`src/rtl/pdp8_pkg.sv`:
```
// Shared PDP-8 instruction-side definitions: opcodes, sequencer path encodings,
// phase-controller states and the execute-phase count per opcode.
package pdp8_pkg;

  localparam logic [2:0] OP_AND = 3'd0;
  localparam logic [2:0] OP_TAD = 3'd1;
  localparam logic [2:0] OP_ISZ = 3'd2;
  localparam logic [2:0] OP_DCA = 3'd3;
  localparam logic [2:0] OP_JMS = 3'd4;
  localparam logic [2:0] OP_JMP = 3'd5;
  localparam logic [2:0] OP_IOT = 3'd6;
  localparam logic [2:0] OP_OPR = 3'd7;

  // {isPPIND, isIND}; 2'b10 cannot occur because isPPIND implies isIND
  localparam logic [1:0] SEQ_DIRECT = 2'b00;
  localparam logic [1:0] SEQ_IND    = 2'b01;
  localparam logic [1:0] SEQ_PPIND  = 2'b11;

  typedef enum logic [2:0] {
    ST_IDLE,
    ST_FETCHED,
    ST_AUTO1,
    ST_AUTO2,
    ST_INDIR,
    ST_EXEC
  } state_e;

  function automatic logic [2:0] nphase_of(input logic [2:0] op, input logic grp2);
    logic [2:0] n;
    case (op)
      OP_ISZ, OP_IOT: n = 3'd3;
      OP_JMP:         n = 3'd1;
      OP_OPR:         n = grp2 ? 3'd3 : 3'd4;
      default:        n = 3'd2;
    endcase
    return n;
  endfunction

  // Highest-numbered execute strobe present, 0 when none
  function automatic logic [2:0] exec_strobe_num(input logic [5:0] s);
    logic [2:0] k;
    k = 3'd0;
    for (int i = 0; i < 6; i++) begin
      if (s[i]) k = 3'(i + 1);
    end
    return k;
  endfunction

endpackage

```
`src/rtl/instr_mode_decode.sv`:
```
// Combinational addressing-mode and execute-length decode of one instruction word.
module instr_mode_decode
  import pdp8_pkg::*;
#(
  parameter logic [6:0] AUTO_LO = 7'o010,
  parameter logic [6:0] AUTO_HI = 7'o017
) (
  input  logic [11:0] word_i,
  output logic        is_ppind_o,
  output logic        is_ind_o,
  output logic [2:0]  nphase_o
);

  logic [2:0] op;
  logic [6:0] off;

  assign op  = word_i[11:9];
  assign off = word_i[6:0];

  assign is_ind_o   = (op < OP_IOT) & word_i[8];
  assign is_ppind_o = is_ind_o & ~word_i[7] & (off >= AUTO_LO) & (off <= AUTO_HI);
  assign nphase_o   = nphase_of(op, word_i[8]);

endmodule

```
`src/rtl/instr_phase_ctrl.sv`:
```
// Instruction-side phase controller: latches IR, returns SEQTYPE/DONE to the step
// sequencer, tracks fetch/auto/indirect/execute progress and flags strobe-order errors.
module instr_phase_ctrl
  import pdp8_pkg::*;
#(
  parameter logic [6:0] AUTO_LO = 7'o010,
  parameter logic [6:0] AUTO_HI = 7'o017
) (
  input  logic        SYSCLK,
  input  logic        RESET,
  input  logic [11:0] MEMDATA,
  input  logic        CK_FETCH,
  input  logic        CK_AUTO1,
  input  logic        CK_AUTO2,
  input  logic        CK_IND,
  input  logic        STB_FETCH,
  input  logic        STB_AUTO1,
  input  logic        STB_AUTO2,
  input  logic        STB_IND,
  input  logic        STB_1,
  input  logic        STB_2,
  input  logic        STB_3,
  input  logic        STB_4,
  input  logic        STB_5,
  input  logic        STB_6,
  output logic [11:0] IR,
  output logic [1:0]  SEQTYPE,
  output logic        DONE,
  output logic [2:0]  PHASE,
  output logic        AUTOINC,
  output logic        ERR
);

  state_e      state_q, state_d;
  logic [2:0]  exec_n_q, exec_n_d;
  logic [11:0] ir_q;
  logic [2:0]  nphase_q;
  logic        err_q;

  logic [9:0]  stb;
  logic [5:0]  stb_x;
  logic [7:0]  stb_k;
  logic [2:0]  stb_num;
  logic        mem_ppind, mem_ind, ir_ppind, ir_ind;
  logic [2:0]  mem_nph, unused_ir_nph;
  logic [1:0]  mem_seq, ir_seq;
  logic        exec_win, multi, ord_bad, range_bad, viol;
  logic        done;
  logic [2:0]  phase;
  logic        autoinc;

  assign stb     = {STB_6, STB_5, STB_4, STB_3, STB_2, STB_1,
                    STB_IND, STB_AUTO2, STB_AUTO1, STB_FETCH};
  assign stb_x   = stb[9:4];
  assign stb_k   = {1'b0, stb_x, 1'b0};
  assign stb_num = exec_strobe_num(stb_x);

  instr_mode_decode #(.AUTO_LO(AUTO_LO), .AUTO_HI(AUTO_HI)) u_dec_mem (
    .word_i     (MEMDATA),
    .is_ppind_o (mem_ppind),
    .is_ind_o   (mem_ind),
    .nphase_o   (mem_nph)
  );

  instr_mode_decode #(.AUTO_LO(AUTO_LO), .AUTO_HI(AUTO_HI)) u_dec_ir (
    .word_i     (ir_q),
    .is_ppind_o (ir_ppind),
    .is_ind_o   (ir_ind),
    .nphase_o   (unused_ir_nph)
  );

  assign mem_seq  = {mem_ppind, mem_ind};
  assign ir_seq   = {ir_ppind, ir_ind};
  assign exec_win = ~(CK_FETCH | CK_AUTO1 | CK_AUTO2 | CK_IND);

  // Protocol checking: order is judged on the single strobe present
  assign multi     = ($countones(stb) > 1);
  assign range_bad = (stb_num > nphase_q);

  always_comb begin
    ord_bad = 1'b0;
    if (STB_FETCH)
      ord_bad = 1'b0;
    else if (STB_AUTO1)
      ord_bad = !(state_q == ST_FETCHED && ir_seq == SEQ_PPIND);
    else if (STB_AUTO2)
      ord_bad = (state_q != ST_AUTO1);
    else if (STB_IND)
      ord_bad = !(state_q == ST_AUTO2 || (state_q == ST_FETCHED && ir_seq == SEQ_IND));
    else if (stb_num == 3'd1)
      ord_bad = !(state_q == ST_INDIR || (state_q == ST_FETCHED && ir_seq == SEQ_DIRECT));
    else if (stb_num != 3'd0)
      ord_bad = !(state_q == ST_EXEC && exec_n_q == stb_num - 3'd1);
  end

  assign viol = multi | ord_bad | range_bad;

  always_ff @(posedge SYSCLK) begin
    if (RESET) begin
      state_q  <= ST_IDLE;
      exec_n_q <= 3'd0;
    end else begin
      state_q  <= state_d;
      exec_n_q <= exec_n_d;
    end
  end

  // Errors do not block progress: the strobe still moves the state to its phase
  always_comb begin
    state_d  = state_q;
    exec_n_d = exec_n_q;
    if (STB_FETCH) begin
      state_d  = ST_FETCHED;
      exec_n_d = 3'd0;
    end else if (done) begin
      state_d  = ST_IDLE;
      exec_n_d = 3'd0;
    end else if (STB_AUTO1) begin
      state_d = ST_AUTO1;
    end else if (STB_AUTO2) begin
      state_d = ST_AUTO2;
    end else if (STB_IND) begin
      state_d = ST_INDIR;
    end else if (stb_num != 3'd0) begin
      state_d  = ST_EXEC;
      exec_n_d = stb_num;
    end
  end

  always_comb begin
    SEQTYPE = STB_FETCH ? mem_seq : ir_seq;
    done    = ~RESET & stb_k[nphase_q];
    autoinc = ir_ppind & ((CK_AUTO1 & (state_q == ST_FETCHED)) |
                          (CK_AUTO2 & (state_q == ST_AUTO1)));
    phase   = 3'd0;
    if (exec_win) begin
      if (state_q == ST_INDIR)
        phase = 3'd1;
      else if (state_q == ST_FETCHED && ir_seq == SEQ_DIRECT)
        phase = 3'd1;
      else if (state_q == ST_EXEC && exec_n_q < nphase_q)
        phase = exec_n_q + 3'd1;
    end
  end

  always_ff @(posedge SYSCLK) begin
    if (RESET) begin
      ir_q     <= 12'd0;
      nphase_q <= 3'd0;
      err_q    <= 1'b0;
    end else begin
      if (STB_FETCH) begin
        ir_q     <= MEMDATA;
        nphase_q <= mem_nph;
      end
      if (viol) err_q <= 1'b1;
    end
  end

  assign IR      = ir_q;
  assign DONE    = done;
  assign PHASE   = phase;
  assign AUTOINC = autoinc;
  assign ERR     = err_q;

endmodule

```
`config.mk`:
```
export PLATFORM = sky130hd
export DESIGN_NAME = instr_phase_ctrl
export DESIGN_NICKNAME = d
export VERILOG_FILES = /design/src/rtl/pdp8_pkg.sv /design/src/rtl/instr_mode_decode.sv /design/src/rtl/instr_phase_ctrl.sv
export SDC_FILE = /design/constraint.sdc
export NUM_CORES = 1
export LEC_CHECK = 0
export ABC_AREA = 1
export CORE_MARGIN = 2
export CORE_UTILIZATION = 25
export CTS_CLUSTER_DIAMETER = 200
export DETAILED_ROUTE_END_ITERATION = 16
export GPL_TIMING_DRIVEN = 0
export PLACE_DENSITY = 0.5
export SYNTH_ARGS = -nofsm -noshare
export SYNTH_HDL_FRONTEND = slang
export SYNTH_SLANG_ARGS = --single-unit
```
`constraint.sdc`:
```
create_clock -name SYSCLK -period 7.5 [get_ports SYSCLK]
set_input_delay 0.75 -clock SYSCLK [delete_from_list [all_inputs] [get_ports SYSCLK]]
set_output_delay 0.75 -clock SYSCLK [all_outputs]
set_load 0.01 [all_outputs]
```
==> results of run 1 <==
state kept, by name, summed over array words and instances, names as in the netlist:
signal / count
exec_n_q: 3
IR: 12
state_q: 3
nphase_q: 3
ERR: 1
cells by family (layout without fill, tap and decap cells):
group / after synthesis / after routing / synth area share (%)
buffers and inverters: 46 / 96 / 10.9
AO/OA/AOI/OAI: 47 / 47 / 19.6
XOR/XNOR: 3 / 3 / 1.65
flip-flops: 22 / 22 / 27.6
adder cells (fa/ha/maj): 18 / 18 / 17.0
AND/OR/NAND/NOR: 80 / 80 / 23.2
metal layers:
metal	GRT usage, %	share of wire [%]
met4	3.08	0.88
met1	16.9	47
met5	0	0
met2	20.9	48
met3	2.57	3.3
worst max-delay path: stages:
cell and delay [ns]:
sky130_fd_sc_hd__clkdlybuf4s50_1 0.56, sky130_fd_sc_hd__inv_1 0.11, sky130_fd_sc_hd__fa_1 0.54, sky130_fd_sc_hd__fa_1 0.46, sky130_fd_sc_hd__fa_1 0.49, sky130_fd_sc_hd__inv_1 0.04, sky130_fd_sc_hd__ha_1 0.20, sky130_fd_sc_hd__fa_1 0.38
sky130_fd_sc_hd__nor2_1 0.10, sky130_fd_sc_hd__a21oi_1 0.05, sky130_fd_sc_hd__a2111oi_0 0.42, sky130_fd_sc_hd__a21oi_2 0.10
report_power, final:
group / switching, mW / total (mW) / internal [mW]
Sequential: 0.00476 / 0.128 / 0.123
Clock: 0.0409 / 0.112 / 0.0713
Combinational: 0.0513 / 0.0984 / 0.0470
path summary, 6_finish.rpt:
check,from,endpoint,slack [ns]
worst max register to register,nphase_q[2],ERR,5.67
worst min register to register,IR[2],IR[2],0.49
worst max-delay path,STB_IND,ERR,3.43
worst min-delay path,IR[2],IR[2],0.49
synth_stat cells, drive strengths merged:
master and n:
o311ai 1, inv 45, nor4 3, nor4b 1
a22o 4, a31oi 1, nand3 8, dfxtp 22
o221ai 1, xnor2 3, a41oi 1, clkbuf 1
a211oi 3, nor3 10, o32ai 1, o22ai 2
o21ai 19, nand2 36, nand4 1, fa 6
a2111oi 1, ha 12, a21oi 12, o21bai 1
nor2 21
metrics by stage:
stage	power [mW]	worst slack (ns)
floorplan	0.188	3.67
global placement	0.229	3.15
detailed placement	0.231	3.11
CTS	0.346	3.40
global route	0.365	3.24
finish	0.338	3.43
cell type report:
cell class              instances  area [sq um]  area share (%)
multi-input cells             148           980            44.1
clock inverters                 1          30.0            1.35
clock buffers                   3          41.3            1.86
repair buffers                 46           460            20.7
plain buffers                   1          5.00           0.225
well taps                      77          96.3            4.34
inverters                      45           169            7.60
flip-flops and latches         22           440            19.8
==> impl_metrics.csv, run 1 <==
group,metric,value,unit
run_status,run_status,"finished clean",
clock_network,post_cts_hold_buffer_count,0,
floorplan,dieWidth,83.9,um
floorplan,die_area,7030,sq um
sta,finalMaxSlewViolations,0,
grt,global_route.overflow_total,0,
final_layout,num-nets-final,313,
final_layout,drive_gt1_share,8.65,%
min_path,worst_hold_path.num_cells,1,
drt,drc_viols,0,
yosys,synth.largest_area_cell,"sky130_fd_sc_hd__dfxtp_1",
final_layout,mostFrequentLayoutCell,"sky130_fd_sc_hd__clkdlybuf4s50_1",
floorplan,core_area,6240,sq um
sta,hold-worst-slack,0.493,ns
setup_path,crit_path_max_fanout,5,
sta,timing_hold_violations_final,0,
place,buffer_ports.inserted,46,
yosys,synthesis.instances,216,
grt,first_pass_grt_wire_length,7.31,mm
power,power.density_cell_area,152,nW/um^2
floorplan,io_pins,48,
clock_network,cts_buffer_depth,2,
yosys,syn_area_per_cell,7.38,sq um
sta,tns,0,ns
place,placed_cells_incl_taps,339,
clock_network,ctsHtreeMaxLevel,1,
grt,grtUsageTotal,12.7,%
sta,finalClockSkew,0.00234,ns
yosys,mappedNetlistNets,262,
grt,grt_max_degree,14,
floorplan,dieHeight,83.9,um
yosys,synth_seq_area_share,27.6,%
final_layout,most_frequent_cells_in_the_layout,"46 x sky130_fd_sc_hd__clkdlybuf4s50_1, 41 x sky130_fd_sc_hd__inv_1, 34 x sky130_fd_sc_hd__nand2_1",
drt,vias,1573,
sta,worst_slew_margin_rel,49.4,%
final_layout,synthToLayoutAreaGrowth,39.4,%
power,worst_vdd_ir,0.0681,mV
setup_path,crit_type,"primary input to flip-flop",
drt,ant_nets,0,
min_path,min-delay-path-class,"flip-flop to flip-flop",
drt,route.final.wire_length,4.11,mm
clock_network,tritoncts_clock_tree,"done",
flow_run,maxCapViolCount,0,
yosys,synth.top_cells.by_area,"sky130_fd_sc_hd__dfxtp_1 28%, sky130_fd_sc_hd__inv_1 9.7%, sky130_fd_sc_hd__ha_1 9.4%, sky130_fd_sc_hd__nand2_1 8.0%, sky130_fd_sc_hd__fa_1 7.5%",
drt,firstDrtPassIters,4,
final_layout,final_core_utilization,35.6,%
clock_network,cts_inserted_buffers,3,
clock_network,clock_latency,0.26,ns
place,finalWeightedCongestion,0.804,
drt,drt_first_iter_violations,40,
floorplan,initial_core_util,25.5,%
yosys,post_synth_num_cell_types,35,
sta,worst-slew-pin-transition,0.756,ns
clock_network,numClockSinks,22,
clock_network,quantity_of_gates_resized_following_cts,0,
grt,grt_pass1_vias,1577,
grt,grt_antenna_before_repair,0,
sta,clock.fmax,246,MHz
yosys,syn-cell-area,1590,sq um
place,place_area,2150,sq um
sta,rsz0062_at_grt,"false",
sta,period_needed,4.07,ns
final_layout,insertedDiodeCount,0,
power,leakage,0.942,nW
yosys,synth_largest_type_area_fraction,27.6,%
setup_path,endpoint_kind,"flip-flop",
sta,final_report_setup_violation_count,0,
final_layout,final_area,2220,sq um
setup_path,cp.arrival,4.22,ns
yosys,synth-seq-cells,22,
place,dp_hpwl,3.47,mm
setup_path,crit_required,7.65,ns
yosys,yosys_warnings,0,
final_layout,finish.cell_count_without_fillers,343,
sta,period_share,54.2,%
drt,post_drt_wl_per_cell,12.0,um
drt,viasPerCell,4.59,
setup_path,worstSetupStartpointType,"primary input",
clock_network,post-cts-setup-buffers,0,
setup_path,worst_r2r_path_depth,6,
clock_network,clock_root_cell,"sky130_fd_sc_hd__clkbuf_8",
floorplan,rows,29,
final_layout,final.fill_count,686,
clock_network,path_clk_slew,0.08,ns
(Power assumes the default switching activity.)
==> run 2: changes to the inputs <==
clock period = 4 ns   (was 7.5 ns; I/O delays follow)
==> results of run 2 <==
The final DEF is identical to that of run 1. Status: finished clean.
Main changes from that run: setup slack after placement 3.11 ns -> -0.0441 ns; setup slack after layout 3.43 ns -> 0.284 ns; hold slack 0.493 ns -> 0.427 ns; register-to-register setup slack 5.67 ns -> 2.17 ns; end point of the worst hold path IR[2] -> IR[8]; total power 0.338 mW -> 0.635 mW; worst IR drop on VDD 0.0681 mV -> 0.128 mV
==> run 3: changes to the inputs <==
SKIP_LAST_GASP = 1   (was unset)
SLEW_MARGIN = 10   (was unset)
==> results of run 3 <==
The final DEF is identical to that of run 1. Status: finished clean.
Main changes from that run: setup slack after placement 3.11 ns -> -0.0441 ns; setup slack after layout 3.43 ns -> 0.284 ns; hold slack 0.493 ns -> 0.427 ns; register-to-register setup slack 5.67 ns -> 2.17 ns; end point of the worst hold path IR[2] -> IR[8]; total power 0.338 mW -> 0.635 mW; worst IR drop on VDD 0.0681 mV -> 0.128 mV
